## src/rtl/fb_write_arbiter.sv

```systemverilog
// Frame-buffer port-A write arbiter: accepts one pixel stream at a time (mode1 raw or
// mode2 filtered), generates raster addresses and reports frame completion and drops.
module fb_write_arbiter #(
  parameter int unsigned MAX_ROW = 360,
  parameter int unsigned MAX_COL = 540,
  parameter int unsigned ADDR_W  = 18
) (
  input  logic              clk,
  input  logic              rst_n,
  input  logic [7:0]        md1_pixel_i,
  input  logic              md1_pixel_en_i,
  input  logic [7:0]        md2_pixel_i,
  input  logic              md2_pixel_en_i,
  input  logic              is_mode1_i,
  input  logic              is_mode2_i,
  input  logic              frame_clr_i,
  output logic              ena_o,
  output logic              wea_o,
  output logic [ADDR_W-1:0] addra_o,
  output logic [7:0]        dina_o,
  output logic              frame_done_o,
  output logic              busy_o,
  output logic [7:0]        drop_cnt_o
);

  localparam int unsigned ROW_W = $clog2(MAX_ROW);
  localparam int unsigned COL_W = $clog2(MAX_COL);

  localparam logic [1:0] IDLE  = 2'd0;
  localparam logic [1:0] MODE1 = 2'd1;
  localparam logic [1:0] MODE2 = 2'd2;
  localparam logic [1:0] DONE  = 2'd3;

  localparam logic [ADDR_W-1:0] MD2_START = ADDR_W'(MAX_COL + 1);
  localparam logic [ROW_W-1:0]  ROW_LAST1 = ROW_W'(MAX_ROW - 1);
  localparam logic [COL_W-1:0]  COL_LAST1 = COL_W'(MAX_COL - 1);
  localparam logic [ROW_W-1:0]  ROW_LAST2 = ROW_W'(MAX_ROW - 3);
  localparam logic [COL_W-1:0]  COL_LAST2 = COL_W'(MAX_COL - 3);

  logic [1:0]        state, state_n;
  logic [ADDR_W-1:0] addr, addr_n;
  logic [ROW_W-1:0]  row, row_n;
  logic [COL_W-1:0]  col, col_n;
  logic              ena_n, wea_n, done_n, busy_n, drop_inc;
  logic [ADDR_W-1:0] addra_n;
  logic [7:0]        dina_n, drop_n;

  // State and all registered outputs
  always_ff @(posedge clk or negedge rst_n) begin
    if (!rst_n) begin
      state        <= IDLE;
      addr         <= '0;
      row          <= '0;
      col          <= '0;
      ena_o        <= 1'b0;
      wea_o        <= 1'b0;
      addra_o      <= '0;
      dina_o       <= '0;
      frame_done_o <= 1'b0;
      busy_o       <= 1'b0;
      drop_cnt_o   <= '0;
    end else begin
      state        <= state_n;
      addr         <= addr_n;
      row          <= row_n;
      col          <= col_n;
      ena_o        <= ena_n;
      wea_o        <= wea_n;
      addra_o      <= addra_n;
      dina_o       <= dina_n;
      frame_done_o <= done_n;
      busy_o       <= busy_n;
      drop_cnt_o   <= drop_n;
    end
  end

  // Next-state, address generation and write/drop decisions
  always_comb begin
    state_n  = state;
    addr_n   = addr;
    row_n    = row;
    col_n    = col;
    ena_n    = 1'b0;
    wea_n    = 1'b0;
    addra_n  = addra_o;
    dina_n   = dina_o;
    done_n   = 1'b0;
    drop_n   = drop_cnt_o;
    drop_inc = 1'b0;

    case (state)
      IDLE: begin
        if (frame_clr_i) begin
          addr_n = '0;
          row_n  = '0;
          col_n  = '0;
          drop_n = '0;
        end else begin
          drop_inc = md1_pixel_en_i | md2_pixel_en_i;
          if (is_mode1_i) begin
            state_n = MODE1;
            addr_n  = '0;
            row_n   = '0;
            col_n   = '0;
          end else if (is_mode2_i) begin
            state_n = MODE2;
            addr_n  = MD2_START;
            row_n   = '0;
            col_n   = '0;
          end
        end
      end
      MODE1: begin
        if (frame_clr_i || !is_mode1_i) begin
          state_n  = IDLE;
          addr_n   = '0;
          row_n    = '0;
          col_n    = '0;
          if (frame_clr_i) drop_n = '0;
          else             drop_inc = md2_pixel_en_i;
        end else begin
          drop_inc = md2_pixel_en_i;
          if (md1_pixel_en_i) begin
            ena_n   = 1'b1;
            wea_n   = 1'b1;
            addra_n = addr;
            dina_n  = md1_pixel_i;
            if (row == ROW_LAST1 && col == COL_LAST1) begin
              state_n = DONE;
              done_n  = 1'b1;
            end else begin
              addr_n = addr + ADDR_W'(1);
              if (col == COL_LAST1) begin
                col_n = '0;
                row_n = row + ROW_W'(1);
              end else begin
                col_n = col + COL_W'(1);
              end
            end
          end
        end
      end
      MODE2: begin
        if (frame_clr_i || !is_mode2_i) begin
          state_n  = IDLE;
          addr_n   = '0;
          row_n    = '0;
          col_n    = '0;
          if (frame_clr_i) drop_n = '0;
          else             drop_inc = md1_pixel_en_i;
        end else begin
          drop_inc = md1_pixel_en_i;
          if (md2_pixel_en_i) begin
            ena_n   = 1'b1;
            wea_n   = 1'b1;
            addra_n = addr;
            dina_n  = md2_pixel_i;
            if (row == ROW_LAST2 && col == COL_LAST2) begin
              state_n = DONE;
              done_n  = 1'b1;
            end else if (col == COL_LAST2) begin
              // Jump over the right border and the next row's left border
              addr_n = addr + ADDR_W'(3);
              col_n  = '0;
              row_n  = row + ROW_W'(1);
            end else begin
              addr_n = addr + ADDR_W'(1);
              col_n  = col + COL_W'(1);
            end
          end
        end
      end
      default: begin
        state_n = IDLE;
        if (frame_clr_i) begin
          addr_n = '0;
          row_n  = '0;
          col_n  = '0;
          drop_n = '0;
        end else begin
          drop_inc = md1_pixel_en_i | md2_pixel_en_i;
        end
      end
    endcase

    if (drop_inc && drop_cnt_o != 8'hFF) drop_n = drop_cnt_o + 8'd1;
    busy_n = (state_n == MODE1) || (state_n == MODE2);
  end

endmodule

```

## config.mk

```make
export PLATFORM = sky130hd
export DESIGN_NAME = fb_write_arbiter
export DESIGN_NICKNAME = d
export VERILOG_FILES = /design/src/rtl/fb_write_arbiter.sv
export SDC_FILE = /design/constraint.sdc
export NUM_CORES = 1
export LEC_CHECK = 0
export ABC_CLOCK_PERIOD_IN_PS = 7520
export BUFFER_PORTS_ARGS = -buffer_cell sky130_fd_sc_hd__buf_2
export CELL_PAD_IN_SITES_DETAIL_PLACEMENT = 1
export CELL_PAD_IN_SITES_GLOBAL_PLACEMENT = 1
export CORE_MARGIN = 4
export CORE_UTILIZATION = 33
export DETAILED_ROUTE_END_ITERATION = 8
export PLACE_DENSITY_LB_ADDON = 0.1
export SYNTH_ARGS = -nofsm -noshare
export SYNTH_HDL_FRONTEND = slang
export SYNTH_SLANG_ARGS = --single-unit
```

## constraint.sdc

```tcl
create_clock -name clk -period 7.52 [get_ports clk]
set_input_delay 1.504 -clock clk [delete_from_list [all_inputs] [get_ports clk]]
set_output_delay 1.504 -clock clk [all_outputs]
set_load 0.01 [all_outputs]
```

== Word level (Yosys, flattened, before mapping) ==
Index checks and enable logic that the tools add are counted.

* Reductions and logical operators: 15
* Muxes and demuxes: 81
* Add/subtract/negate cells: 5
* Bitwise gates (word level): 1
* Eq/ne operators: 22

{| class="wikitable"
|+ Operators by type and width
! kind !! number
|-
| $mux W18 || 15
|-
| $mux W10 || 12
|-
| $mux W9 || 12
|-
| $mux W8 || 8
|-
| $pmux W18 S3 || 1
|-
| $pmux W18 S2 || 1
|-
| $pmux W8 S2 || 2
|-
| $pmux W10 S3 || 1
|-
| $pmux W9 S3 || 1
|-
| $ne A3 B3 Y1 const B || 8
|-
| $eq A10 B10 Y1 const B || 2
|-
| $add A18 B1 Y18 const B || 1
|-
| $add A18 B2 Y18 const B || 1
|-
| $eq A9 B9 Y1 const B || 2
|-
| $mux W2 || 9
|-
| $mux W1 || 15
|-
| $add A10 B1 Y10 const B || 1
|-
| $add A9 B1 Y9 const B || 1
|-
| $add A8 B1 Y8 const B || 1
|-
| $ne A2 B2 Y1 const B || 4
|-
| $ne A8 B8 Y1 const B || 1
|-
| $reduce_and A8 Y1 || 1
|-
| $pmux W1 S2 || 3
|-
| $pmux W2 S3 || 1
|-
| other kinds (13) || 20
|}

* Word-level logic and storage cells: 134
* Input port bits: 23
* Bits in registers: 76
* Output and inout port bits: 38

== Longest topological paths before layout ==
Gate-level depths: netlist (run 1).

* Word-level depth: 8
* Depth in mapped cells: 11
* Depth with buffers taken out: 8

== Worst setup path before layout (run 1) ==
Ideal clock, no wire load.

* Kind: input -> register
* Start point: input port is_mode2_i
* End point: register row[8]
* Library setup time: 0.104 ns
* Path buffers: 2
* Data required time: 7.416 ns
* Path slack: 4.302 ns
* Stages on the path: 8
* Data arrival time: 3.114 ns
* Path through: and3b_1 -> buf_2 -> and4_1 -> and3_1 -> a2111o_1 -> or2_0 -> buf_2 -> o41ai_2

* Longest elaborated chain between the ends: 4
* Elaborated cells on any way between the ends: 9
* Classes of those cells: eq/ne (4); mux (2); reduce/logical (3)

{| class="wikitable"
|+ Ends and longest elaborated chain
! element !! RTL line !! RTL
|-
| start, declared || 15 || <nowiki>input logic is_mode2_i,</nowiki>
|-
| $logic_not A1 Y1 || 144 || <nowiki>if (frame_clr_i || !is_mode2_i) begin</nowiki>
|-
| $logic_or A1 B1 Y1 || 144 ||
|-
| $ne A3 B3 Y1 (no source line) / $mux W9 (equally long branches) || - ||
|-
| $reduce_and A8 Y1 (no source line) / $pmux W9 S3 (equally long branches) || - ||
|-
| end signal, assigned || 65 || <nowiki>row <= row_n;</nowiki>
|-
| end, declared || 42 || <nowiki>logic [ROW_W-1:0] row, row_n;</nowiki>
|}

Parallel ways exist; a longest one is shown, timed or not.
A chain may end at the register's enable or synchronous reset.

== Final worst setup path (run 1) ==
* Start point: input port frame_clr_i
* End point: register addr[10]

* Longest elaborated chain between the ends: 3
* Elaborated cells on any way between the ends: 13
* Classes of those cells: eq/ne (5); mux (4); reduce/logical (4)

{| class="wikitable"
|+ Ends and longest elaborated chain
! element !! RTL line !! RTL
|-
| start, declared || 16 || <nowiki>input logic frame_clr_i,</nowiki>
|-
| $logic_or A1 B1 Y1, on equally long branches || 144, 114 ||
|-
| $ne A3 B3 Y1 (no source line), or another cell as far along || - ||
|-
| $reduce_and A6 Y1 (no source line) / $pmux W18 S3 (equally long branches) || - ||
|-
| end signal, assigned || 64 || <nowiki>addr <= addr_n;</nowiki>
|-
| end, declared || 41 || <nowiki>logic [ADDR_W-1:0] addr, addr_n;</nowiki>
|}

Parallel ways exist; a longest one is shown, timed or not.

==> results of run 1 <==
[kinds of logic (layout without fill, tap and decap cells)]
| kind of cell | Yosys count | count (layout) | synth area share [%] |
|---|---|---|---|
| and+or+nand+nor | 160 | 160 | 18.9 |
| AOI/OAI and AO/OA | 148 | 148 | 21.9 |
| DFF | 76 | 76 | 43.5 |
| buffers and inverters | 40 | 91 | 3.75 |
| muxes | 31 | 31 | 7.70 |
| adders and majority gates | 11 | 11 | 3.15 |
| xor gates and xnor gates | 5 | 5 | 1.00 |
[Yosys cell counts (all sizes together) (2+ instances only)]
cell type  instances  area [um2]
o31ai             11        82.6
a21boi             2        15.0
a22o               4        35.0
nor2              43         161
o221ai             2        17.5
and3b              3        26.3
and3              21         131
dfrtp             76        1900
nand2             30         113
clkbuf            17        65.1
nand3b             2        15.0
buf                9        46.3
o21ai             57         285
o21a               2        15.0
o41ai              3        41.3
a211oi             2        15.0
nor3               7        35.0
a22oi              4        30.0
nor2b              8        50.1
mux2              21         236
a31oi              9        62.6
mux2i             10         100
ha                11         138
o22ai              9        56.3
a21oi             21         105
or2                2        12.5
and4               3        26.3
nand4              5        31.3
inv               14        52.6
nand2b             9        56.3
xor2               3        26.3
a221oi             7        61.3
a311oi             3        26.3
xnor2              2        17.5
nand3             20         100
[power by group through the flow]
| stage | registers, mW | clock network (mW) | logic [mW] |
|---|---|---|---|
| CTS | 0.535 | 0.440 | 0.515 |
| global route | 0.546 | 0.459 | 0.572 |
| finish | 0.534 | 0.431 | 0.506 |
| global placement | 0.535 | 0 | 0.500 |
| detailed placement | 0.541 | 0 | 0.514 |
| floorplan | 0.530 | 0 | 0.357 |
[routing by layer]
| metal | vias up | part of all wire (%) | GRT usage (%) |
|---|---|---|---|
| li1 | 1837 | - | - |
| met1 | 1926 | 47 | 22.5 |
| met2 | 41 | 49 | 28.2 |
| met3 | 11 | 2.5 | 2.61 |
| met4 | 0 | 1.6 | 6.64 |
| met5 | - | 0 | 0 |
[path summary, 6_finish.rpt]
kind                                              from                         to  slack, ns  cells after the start
worst min-delay path            addra_o[5]$_DFFE_PN0P_     addra_o[5]$_DFFE_PN0P_       0.50                      1
min in group asynchronous                        rst_n  drop_cnt_o[5]$_DFFE_PN0P_       1.28                      1
worst max register to register      state[0]$_DFF_PN0_       addr[10]$_DFFE_PN0P_       3.88                      8
max in group asynchronous                        rst_n  drop_cnt_o[6]$_DFFE_PN0P_       5.55                      1
worst max-delay path                       frame_clr_i       addr[10]$_DFFE_PN0P_       3.80                      7
worst min register to register  addra_o[5]$_DFFE_PN0P_     addra_o[5]$_DFFE_PN0P_       0.50                      1
[critical path, delay by kind of cell]
| kind | cells | cell delay (ns) |
|---|---|---|
| AO/OA/AOI/OAI | 2 | 1.06 |
| buffers and inverters | 1 | 0.14 |
| AND/OR/NAND/NOR | 4 | 1.22 |
[sequential cells by signal, summed over array words and instances, names as in the netlist]
| name | flops |
|---|---|
| addr | 18 |
| addra_o | 18 |
| col | 10 |
| row | 9 |
| dina_o | 8 |
| drop_cnt_o | 8 |
| state | 2 |
| busy_o | 1 |
| frame_done_o | 1 |
| wea_o | 1 |
[cell type report]
class,instances,area (um2),share of cell area (%)
Clock inverter,5,52.6,1.03
Timing Repair Buffer,62,318,6.25
Sequential cell,76,1900,37.4
Tap cell,172,215,4.23
Multi-Input combinational cell,355,2310,45.4
Inverter,14,52.6,1.03
Clock buffer,10,239,4.70
[through the flow]
step                      cell area (um2)  hold WS [ns]  std cells  util (%)  worst slack (ns)
final                                5090         0.503        694      39.8              3.80
after global routing                 5090         0.516        694      39.8              3.48
after CTS                            5090         0.506        694      39.8              3.74
after detailed placement             4800         0.495        679      37.5              3.36
after global placement               4800         0.482        679      37.5              3.46
after floorplan                      4370         0.461        471         -              4.30
==> run summary, run 1 <==
Netlist Area Pre-Place -> 0.00437 mm2
Initial Utilization -> 34.2%
Pleak -> 2.30 nW
deepest clock path buffer count -> 2
post-synthesis area per instance -> 9.28 um2
Area Overhead vs Synth -> 16.4%
crit path cell chain -> buf_2 -> and3b_1 -> and4_1 -> and3_1 -> a211o_1 -> nor3_1 -> a221o_1
Clk network pwr share -> 29.3%
Setup crit start kind -> primary input
register area share after synthesis -> 43.5%
RSZ-0062 raised after global routing -> no
DP Wirelength -> 8.67 mm
gp weighted congestion -> 0.822
PD cells -> 289 mW/mm2
CP max-delay cell -> a211o_1
final hold vios -> 0
fillcell total -> 1,496
layout cells sized above 1 -> 19.9%
clock sinks -> 76
final setup vio count -> 0
grt ovf -> 0
H-tree lvl count -> 3
CTS tree -> built
flops & latches, synth -> 76
final max-slew violation count -> 0
maximum fanout along the worst path -> 30
Post-Route WL -> 12.0 mm
Post-synth EDFFs -> 0
via/cell ratio -> 5.50
Reg power frac -> 36.3%
Port Buffers -> 60
PnR Total Power -> 1.47 mW
switch share -> 37.1%
peak supply drop -> 0.0000993 V
post_cts resized -> 0
status -> complete, no violations
Die X -> 123 um
# nets final -> 552
first-pass GRT wire length -> 20.4 mm
Req. time, crit path -> 7.74 ns
Crit Path Class -> in -> reg
Worst-path clk slew -> 0.06 ns
Synth Instances -> 471
Net Switching -> 0.545 mW
TritonRoute pass-1 iters -> 4
most frequent cells in the layout -> dfrtp_1 (76), buf_2 (59), o21ai_0 (56)
row cnt -> 41
DR DRC count -> 0
Rel. slew slack -> 34.6%
Routed Antenna Nets -> 0
sum of negative setup slack -> 0 ns
commonest non-fill, non-tap cell in the layout -> dfrtp_1
Fmax -> 269 MHz
Root Buffer -> clkbuf_16
combinational power share -> 34.4%
ys flop type -> dfrtp_1
Yosys cell types -> 61
internal power -> 0.925 mW
Ports -> 61
per-cell routed wire length -> 17.4 um
Critical Path Max Stage Delay -> 0.71 ns
HP Class -> reg -> reg
Setup Skew -> 0.00892 ns
ANT cells -> 0
Mapped Nets -> 505
Final Critical Period -> 3.72 ns
postcts setup bufs -> 0
via count -> 3,815
vias in the first global route -> 3,932
clk_lat worst skew -> 0.34 ns
CTS hold repair buffers -> 0
DRT iter0 DRCs -> 162
Least-Margin Pin Slew -> 0.981 ns
max-cap violations -> 0
initial antenna violation count -> 0
period utilisation layout -> 49.5%
largest net degree at the start of global routing -> 77
CP arrival -> 3.94 ns
YS warnings -> 0
core area -> 0.0128 mm2
CP endpoint kind -> flip-flop
Die H -> 123 um
ys async rst share -> 100%
Die ar. -> 0.0151 mm2
gr usage total -> 17.0%
total CTS buffers -> 9
Note: power is estimated with default switching activity, not from simulation.
==> run 2, diff against run 1 <==
--- a/config.mk
+++ b/config.mk
@@ -5,7 +5,7 @@
 export SDC_FILE = /design/constraint.sdc
 export NUM_CORES = 1
 export LEC_CHECK = 0
-export ABC_CLOCK_PERIOD_IN_PS = 7520
+export ABC_CLOCK_PERIOD_IN_PS = 3500
 export BUFFER_PORTS_ARGS = -buffer_cell sky130_fd_sc_hd__buf_2
 export CELL_PAD_IN_SITES_DETAIL_PLACEMENT = 1
 export CELL_PAD_IN_SITES_GLOBAL_PLACEMENT = 1
==> constraint.sdc (replaced) <==
create_clock -name clk -period 3.5 [get_ports clk]
set_input_delay 0.7 -clock clk [delete_from_list [all_inputs] [get_ports clk]]
set_output_delay 0.7 -clock clk [all_outputs]
set_load 0.01 [all_outputs]
==> run summary, run 2 (synthesized netlist as in run 1, its figures left out) <==
clock sinks -> 76 (unchanged)
final core occ -> 39.9% (was 39.8%)
DR DRC count -> 0 (unchanged)
maximum fanout along the worst path -> 11 (was 30)
Worst R2R Setup Slack -> 0.63 ns (was 3.88 ns)
row cnt -> 41 (unchanged)
first-pass GRT wire length -> 20.5 mm (was 20.4 mm)
via/cell ratio -> 5.49 (was 5.50)
vias in the first global route -> 3,948 (was 3,932)
final setup vio count -> 0 (unchanged)
final max-slew violation count -> 0 (unchanged)
CTS tree -> built (unchanged)
Area Overhead vs Synth -> 16.7% (was 16.4%)
RSZ-0062 raised after global routing -> no (unchanged)
Pleak -> 2.30 nW (about the same)
most frequent cells in the layout -> dfrtp_1 (76), buf_2 (59), o21ai_0 (56) (unchanged)
Root Buffer -> clkbuf_16 (unchanged)
Die ar. -> 0.0151 mm2 (unchanged)
H-tree lvl count -> 3 (unchanged)
HP Class -> in -> async (was reg -> reg)
CTS hold repair buffers -> 0 (unchanged)
largest net degree at the start of global routing -> 77 (unchanged)
top flop regs -> addr x18, addra_o x18, col x10 (unchanged)
per-cell routed wire length -> 17.5 um (was 17.4 um)
Worst-path clk slew -> 0.06 ns (about the same)
gp weighted congestion -> 0.868 (was 0.822)
Routed Antenna Nets -> 0 (unchanged)
Port Buffers -> 60 (unchanged)
CP endpoint kind -> flip-flop (unchanged)
Ports -> 61 (unchanged)
sum of negative setup slack -> 0 ns (unchanged)
grt ovf -> 0 (unchanged)
core area -> 0.0128 mm2 (unchanged)
clk_lat worst skew -> 0.35 ns (was 0.34 ns)
Least-Margin Pin Slew -> 0.960 ns (was 0.981 ns)
DP Wirelength -> 8.76 mm (was 8.67 mm)
final hold vios -> 0 (unchanged)
deepest clock path buffer count -> 2 (unchanged)
peak supply drop -> 0.000314 V (was 0.0000993 V)
Post-Route WL -> 12.2 mm (was 12.0 mm)
post_cts resized -> 0 (unchanged)
status -> complete, no violations (unchanged)
Die H -> 123 um (unchanged)
total CTS buffers -> 9 (unchanged)
DRT iter0 DRCs -> 230 (was 162)
via count -> 3,840 (was 3,815)
PD cells -> 610 mW/mm2 (was 289 mW/mm2)
commonest non-fill, non-tap cell in the layout -> dfrtp_1 (unchanged)
gr usage total -> 17.3% (was 17.0%)
Setup Skew -> 0.00847 ns (was 0.00892 ns)
ANT cells -> 0 (unchanged)
Post-DP Area -> 0.00483 mm2 (was 0.00480 mm2)
initial antenna violation count -> 0 (unchanged)
Req. time, crit path -> 3.74 ns (was 7.74 ns)
Die X -> 123 um (unchanged)
CP arrival -> 3.11 ns (was 3.94 ns)
Initial Utilization -> 34.2% (unchanged)
Final Critical Period -> 2.87 ns
TritonRoute pass-1 iters -> 4 (unchanged)
# nets final -> 556 (was 552)
Rel. slew slack -> 36.0% (was 34.6%)
Crit Path Class -> reg -> reg (was in -> reg)
Final Cell Area -> 0.00510 mm2 (was 0.00509 mm2)
postcts setup bufs -> 0 (unchanged)
Setup crit start kind -> flip-flop (was primary input)
max-cap violations -> 0 (unchanged)
period utilisation layout -> 82.0%
Hold WS -> 0.489 ns (was 0.503 ns)
PnR Total Power -> 3.11 mW (was 1.47 mW)
layout cells sized above 1 -> 20.3% (was 19.9%)
Fmax -> 349 MHz
[run 2: per-layer routing]
metal	vias to the layer above	part of all wire (%)	GRT usage (%)
met5	-	0	0
met4	0	1.6	8.17
met3	13	3.3	3.11
met2	60	49	28.6
met1	1919	46	21.9
li1	1848	-	-
[run 2: worst max-delay path, cell delays in order (launching register included)]
cell and delay [ns]:
dfrtp_1 0.40, inv_1 0.10, ha_1 0.29, and3b_1 0.28
and4_1 0.22, and3_1 0.21, a2111o_1 0.49, or2_0 0.41
o41ai_2 0.37
[run 2: layout make-up]
| type | instances | area [um2] |
|---|---|---|
| Clock buffer | 12 | 246 |
| Clock inverter | 4 | 25.0 |
| Fill cell | 1486 | 7680 |
| Inverter | 14 | 52.6 |
| Multi-Input combinational cell | 355 | 2310 |
| Sequential cell | 76 | 1900 |
| Tap cell | 172 | 215 |
| Timing Repair Buffer | 66 | 348 |
[run 2: stage by stage]
step | worst slack, ns | std cells
floorplan | 1.09 | 471
global placement | 0.647 | 683
detailed placement | 0.541 | 683
CTS | 0.608 | 699
global route | 0.475 | 699
finish | 0.632 | 699
[run 2: power by group]
part           switching, mW  total [mW]  internal, mW  leakage [nW]
Sequential             0.128        1.14          1.01          1.02
Clock                  0.370       0.867         0.497         0.129
Combinational          0.676        1.10         0.427          1.15
Total                   1.17        3.11          1.93          2.30
[run 2: path summary, 6_finish.rpt]
check / start / endpoint / cells past startpoint
max: state[0]$_DFF_PN0_ / row[8]$_DFFE_PN0P_ / 8
min: rst_n / drop_cnt_o[3]$_DFFE_PN0P_ / 1
max reg2reg: state[0]$_DFF_PN0_ / row[8]$_DFFE_PN0P_ / 8
min reg2reg: addra_o[6]$_DFFE_PN0P_ / addra_o[6]$_DFFE_PN0P_ / 1
max in group asynchronous: rst_n / col[1]$_DFFE_PN0P_ / 1
min in group clk: addra_o[6]$_DFFE_PN0P_ / addra_o[6]$_DFFE_PN0P_ / 1
